[src/rtl/instr_fetch_unit.sv]
// Instruction fetch front end: owns the fetch PC, reads instruction memory
// combinationally and buffers {pc, instr} pairs in a circular fetch queue for decode.
module instr_fetch_unit #(
  parameter logic [31:0] RESET_PC = 32'h0000_0000,
  parameter int unsigned FQ_DEPTH = 4
) (
  input  logic                            clk,
  input  logic                            reset,
  output logic [31:0]                     imem_pc,
  input  logic [31:0]                     imem_instr,
  input  logic                            redirect_valid,
  input  logic [31:0]                     redirect_pc,
  output logic                            if_valid,
  input  logic                            if_ready,
  output logic [31:0]                     if_instr,
  output logic [31:0]                     if_pc,
  output logic [$clog2(FQ_DEPTH+1)-1:0]   fq_count
);

  localparam int unsigned PTR_W = $clog2(FQ_DEPTH);
  localparam int unsigned CNT_W = $clog2(FQ_DEPTH + 1);
  localparam logic [31:0] NOP   = 32'h0000_0013;

  typedef struct packed {
    logic [31:0] pc;
    logic [31:0] instr;
  } fq_entry_t;

  fq_entry_t        fq_mem [FQ_DEPTH];
  logic [31:0]      fetch_pc;
  logic [PTR_W-1:0] rd_ptr;
  logic [PTR_W-1:0] wr_ptr;
  logic [CNT_W-1:0] count;
  logic             pop;
  logic             push;
  fq_entry_t        head;

  // Handshake and push decisions; redirect suppresses both.
  always_comb begin
    if_valid = (count != '0) && !redirect_valid;
    pop      = if_valid && if_ready;
    push     = !redirect_valid && ((count < CNT_W'(FQ_DEPTH)) || pop);
    head     = fq_mem[rd_ptr];
    if_instr = if_valid ? head.instr : NOP;
    if_pc    = if_valid ? head.pc : 32'h0;
    imem_pc  = fetch_pc;
    fq_count = count;
  end

  // Pointers, occupancy and fetch PC.
  always_ff @(posedge clk or negedge reset) begin
    if (!reset) begin
      fetch_pc <= RESET_PC;
      rd_ptr   <= '0;
      wr_ptr   <= '0;
      count    <= '0;
    end else if (redirect_valid) begin
      fetch_pc <= redirect_pc & 32'hFFFF_FFFC;
      rd_ptr   <= '0;
      wr_ptr   <= '0;
      count    <= '0;
    end else begin
      if (push) begin
        fetch_pc <= fetch_pc + 32'd4;
        wr_ptr   <= wr_ptr + PTR_W'(1);
      end
      if (pop) begin
        rd_ptr <= rd_ptr + PTR_W'(1);
      end
      case ({push, pop})
        2'b10:   count <= count + CNT_W'(1);
        2'b01:   count <= count - CNT_W'(1);
        default: count <= count;
      endcase
    end
  end

  // Queue storage carries no reset; validity comes from count.
  always_ff @(posedge clk) begin
    if (push) begin
      fq_mem[wr_ptr] <= '{pc: fetch_pc, instr: imem_instr};
    end
  end

endmodule

[config.mk]
export PLATFORM = sky130hd
export DESIGN_NAME = instr_fetch_unit
export DESIGN_NICKNAME = d
export VERILOG_FILES = /design/src/rtl/instr_fetch_unit.sv
export SDC_FILE = /design/constraint.sdc
export NUM_CORES = 1
export LEC_CHECK = 0
export CORE_ASPECT_RATIO = 2
export CORE_MARGIN = 2
export CORE_UTILIZATION = 59
export CTS_CLUSTER_DIAMETER = 30
export DETAILED_ROUTE_END_ITERATION = 10
export GPL_TIMING_DRIVEN = 0
export PLACE_DENSITY = 0.88
export SLEW_MARGIN = 20
export SYNTH_ARGS = -nofsm -noshare
export SYNTH_HDL_FRONTEND = slang
export SYNTH_SLANG_ARGS = --single-unit
[constraint.sdc]
create_clock -name clk -period 5.5 [get_ports clk]
set_input_delay 1.65 -clock clk [delete_from_list [all_inputs] [get_ports clk]]
set_output_delay 1.65 -clock clk [all_outputs]
set_load 0.02 [all_outputs]
Word-level counts from Yosys, hierarchy flattened --
Memory sizes are Yosys's and may differ from the RTL's. Cells that the tools add are included.
Storage, ports and cells: flip-flop bits (word level) 39, bits in writable memories 256, memories kept 1, output and inout port bits 100
Cells by class: eq/ne operators 2, add/subtract/negate cells 5, reductions and logical operators 9, multiplexer cells 12, $lt $le $gt $ge 1
Memory list:
- fq_mem | depth 4, bits a word 64, rd ports 1, clocked after memory_dff 0, wr ports 1, line 29 | fq_entry_t fq_mem [FQ_DEPTH];
Operators by type and width (number):
- $mux 32 | 4
- $add 32x3->32 const B | 1
- $mux 2 | 4
- $pmux 3 s2 | 1
- $reduce_bool 3->1 | 2
- $add 2x1->2 const B | 2
- $reduce_bool 2->1 | 2
- $add 3x1->3 const B | 1
- $logic_and 1x1->1 | 3
- $lt 3x3->1 const B | 1
- $mux 3 | 1
- $sub 3x1->3 const B | 1
- $eq 2x1->1 const B | 1
- $eq 2x2->1 const B | 1
- $mux 1 | 2
- $logic_not 1->1 | 1
- $logic_or 1x1->1 | 1

Logic depth before layout (Yosys ltp) --
depth in word-level cells 8, gate-level depth with buffers 6, gate-level depth less buffers 5

Least setup slack after synthesis --
OpenSTA, ideal clock, no wires.
path type input -> register, from input redirect_valid, to memory fq_mem[0][0] (netlist name), enable pin, arrival 3.838 ns, path slack 1.235 ns, stages 4, path buffers 1, setup time 0.426 ns, cell sequence nand2b_1 > clkbuf_1 > a21oi_1 > and2_1
Between the ends: longest elaborated chain between the ends 7
Ends and longest elaborated chain:
- start, declared | line 11 | input logic redirect_valid,
- $logic_not 1->1 (*) | line 40, 42
- $logic_and 1x1->1 | line 40 | if_valid = (count != '0) && !redirect_valid;
- $logic_and 1x1->1 | line 41 | pop = if_valid && if_ready;
- $logic_or 1x1->1 | line 42 | push = !redirect_valid && ((count < CNT_W'(FQ_DEPTH)) || pop);
- $logic_and 1x1->1 (*) | line 42
- $mux 1 (*) | line 80 | if (push) begin
- $mux 1 (implied by the code) (*) | line 81 | fq_mem[wr_ptr] <= '{pc: fetch_pc, instr: imem_instr};
- end, declared | line 29
Mark *: on every way between the ends. The rest lies on a longest branch, timed or not.

Worst setup path in the final report --
from input redirect_valid, to output if_valid
Between the ends: longest elaborated chain between the ends 2
Ends and longest elaborated chain:
- $logic_not 1->1 | line 40
- $logic_and 1x1->1 | line 40
- end, declared | line 13 | output logic if_valid,
No other way between the ends.

==> results.sh <==
export IMPL_status="complete, no violations"
export IMPL_drc_errors=0
export IMPL_cts_sinks=285
export IMPL_ant_nets=0
export IMPL_fin_worst_skew_ns=0.0179
export IMPL_ctsHoldBuffers=0
export IMPL_power_density_mw_per_mm2=419
export IMPL_ctsLongestPathBuffers=3
export IMPL_final_cells=1150
export IMPL_hold_class="reg -> reg"
export IMPL_drtIter0Drc=524
export IMPL_start_util_pct=60.2
export IMPL_critPathKind="in -> out"
export IMPL_arrival_ns=3.74
export IMPL_grt_max_degree=36
export IMPL_hold_violations=0
export IMPL_grt_overflow=0
export IMPL_clk_pin_slew_worst_paths_ns=0.07
export IMPL_wire_per_inst_um=23.2
export IMPL_rsz0062_at_grt="false"
export IMPL_report_final_setup_viol=0
export IMPL_fillers=1126
export IMPL_maxCapViolCount=0
export IMPL_cts_tree="done"
export IMPL_report_final_slew_viol_count=0
export IMPL_fin_crit_ns=5.39
export IMPL_cts_buffers=27
export IMPL_synth_area_per_cell_um2=17.4
export IMPL_vias=7069
export IMPL_totalWireLength_um=26700
export IMPL_final_common_cell="edfxtp_1"
export IMPL_antenna_found_initial=0
export IMPL_clock_latency_ns=0.54
export IMPL_ys_ff_latch=285
export IMPL_io_buffers=161
export IMPL_synthArstFlopShare_pct=13.0
export IMPL_max_freq_mhz=186
export IMPL_finalPower_w=0.00614
export IMPL_ioPinCount=168
export IMPL_fp_dieH_um=203
export IMPL_nNetsFinal=945
export IMPL_die_area_mm2=0.0210
export IMPL_end_kind="primary output"
export IMPL_worst_pin_slew_ns=0.923
export IMPL_yosysWarnings=0
export IMPL_synthCells=670
export IMPL_worstPathRequired_ns=3.85
export IMPL_ys_flop_type="edfxtp_1"
export IMPL_viasPerCell=6.15
export IMPL_relSlewSlack_pct=38.5
export IMPL_grt_pass1_vias=7251
export IMPL_dpl_hpwl_um=17900
export IMPL_gp_congestion=0.934
export IMPL_period_share_pct=97.9
export IMPL_dp_cells=1099
export IMPL_multiInputGateArea_mm2=0.00307
export IMPL_yosysSeqAreaShare_pct=71.8
export IMPL_rows=72
export IMPL_netlist_area_mm2=0.0117
export IMPL_core_area_mm2=0.0194
export IMPL_leakage_nw=5.02
export IMPL_cts_root_buf="clkbuf_16"
export IMPL_htree_levels=1
export IMPL_cp_max_fo=10
export IMPL_grt_first_pass_wirelength_um=40300
export IMPL_worst_setup_path_start_kind="input port"
export IMPL_grtUsageTotal_pct=26.1
export IMPL_layout_drive_gt1_share_pct=15.7
export IMPL_first_pass_iters=5
export IMPL_dieWidth_um=103
export IMPL_area_growth_pct=25.5
export IMPL_synth_edf_count=248
export IMPL_ys_types=50
export IMPL_mostFrequentLayoutCells="248 x edfxtp_1, 160 x clkdlybuf4s50_1, 62 x mux4_2"
export IMPL_seqCellArea_mm2=0.00837
export IMPL_ir_drop_mv=0.328
export IMPL_num_antenna_cells=0
==> kinds of logic (layout without fill, tap and decap cells) <==
logic type / Yosys count / after routing / share of synthesized area, %
xor+xnor: 11 / 11 / 0.826
mux: 63 / 63 / 12.1
simple gates: 171 / 171 / 8.26
compound gates: 74 / 74 / 4.24
fa+ha+maj: 6 / 6 / 0.708
buf+inv: 59 / 276 / 2.10
other cells: 1 / 5 / 0.0321
flops: 285 / 285 / 71.8
==> worst paths after layout <==
| path | startpoint | endpoint | slack, ns | cells past startpoint |
|---|---|---|---|---|
| worst max-delay path | redirect_valid | if_valid | 0.11 | 5 |
| max in group asynchronous | reset | imem_pc[23] | 3.98 | 2 |
| worst max register to register | imem_pc[3] | imem_pc[24] | 3.06 | 6 |
| worst min register to register | wr_ptr[1] | wr_ptr[1] | 0.58 | 2 |
| min in group asynchronous | reset | imem_pc[7] | 1.04 | 1 |
| worst min-delay path | wr_ptr[1] | wr_ptr[1] | 0.58 | 2 |
==> what timing repair did <==
action	in CTS	in global routing
setup buffers	0	2
endpoints found under the setup margin	7	4
resized for setup	4	2
gates cloned	0	0
==> stage by stage <==
stage                     area (um2)  worst slack, ns  setup TNS, ns  utilization (%)  hold slack, ns
final                          14600            0.114              0             75.6           0.576
after global routing           14600           0.0346              0             75.6           0.598
after CTS                      14600          0.00762              0             75.4           0.577
after detailed placement       13700           -0.429          -1.26             70.9           0.559
after global placement         13600           -0.601        -145.45             70.3           0.541
after floorplan                11700             1.24              0                -           0.538
==> flip-flops by register name, indices dropped and copies added, names as in the netlist <==
name	cells
imem_pc	30
fq_count	3
rd_ptr	2
wr_ptr	2
fq_mem	248
==> worst max-delay path, cell delays in order <==
cell and delay [ns]:
clkdlybuf4s50_1 0.58, clkbuf_1 0.47, buf_2 0.36, nor2_1 0.10, clkdlybuf4s50_1 0.58
==> cell type report <==
class / count / share of cell area [%]
sequential: 285 / 57.2
buffer: 46 / 1.38
inverter: 13 / 0.359
timing repair buffer: 168 / 11.9
clock buffer: 31 / 4.79
tap: 259 / 2.21
clock inverter: 18 / 1.16
multi-input combinational: 330 / 21.0
==> power breakdown <==
part           leakage [nW]  switching [W]  internal [W]
logic                  1.88       0.000820      0.000710
clock network         0.433       0.000816      0.000991
registers              2.70       0.000139       0.00266
total                  5.02        0.00178       0.00436
==> Yosys cell counts (6+ instances only) <==
cell type    n  share of area (%)
o21ai_0     21               0.90
o31ai_1      7               0.45
or4_1        7               0.45
nor2_1      24               0.77
a31oi_1     17               0.91
inv_1       13               0.42
nand2_1     26               0.84
or3_1       10               0.54
mux4_2      62                 12
nand3_1     12               0.51
nand4_1     11               0.59
clkbuf_1    34                1.1
and3_1      61                3.3
xnor2_1      8               0.60
dfrtp_1     37                7.9
edfxtp_1   248                 64
a21oi_1      9               0.39
buf_2        6               0.26
==> metal layers <==
layer,track usage [%],part of all wire [%],vias up
met3,3.92,5.4,62
met2,45.0,54,304
li1,-,-,3102
met1,31.7,36,3601
met5,0,0,-
met4,12.0,4.1,0
Power figures use the tool's default switching activity.
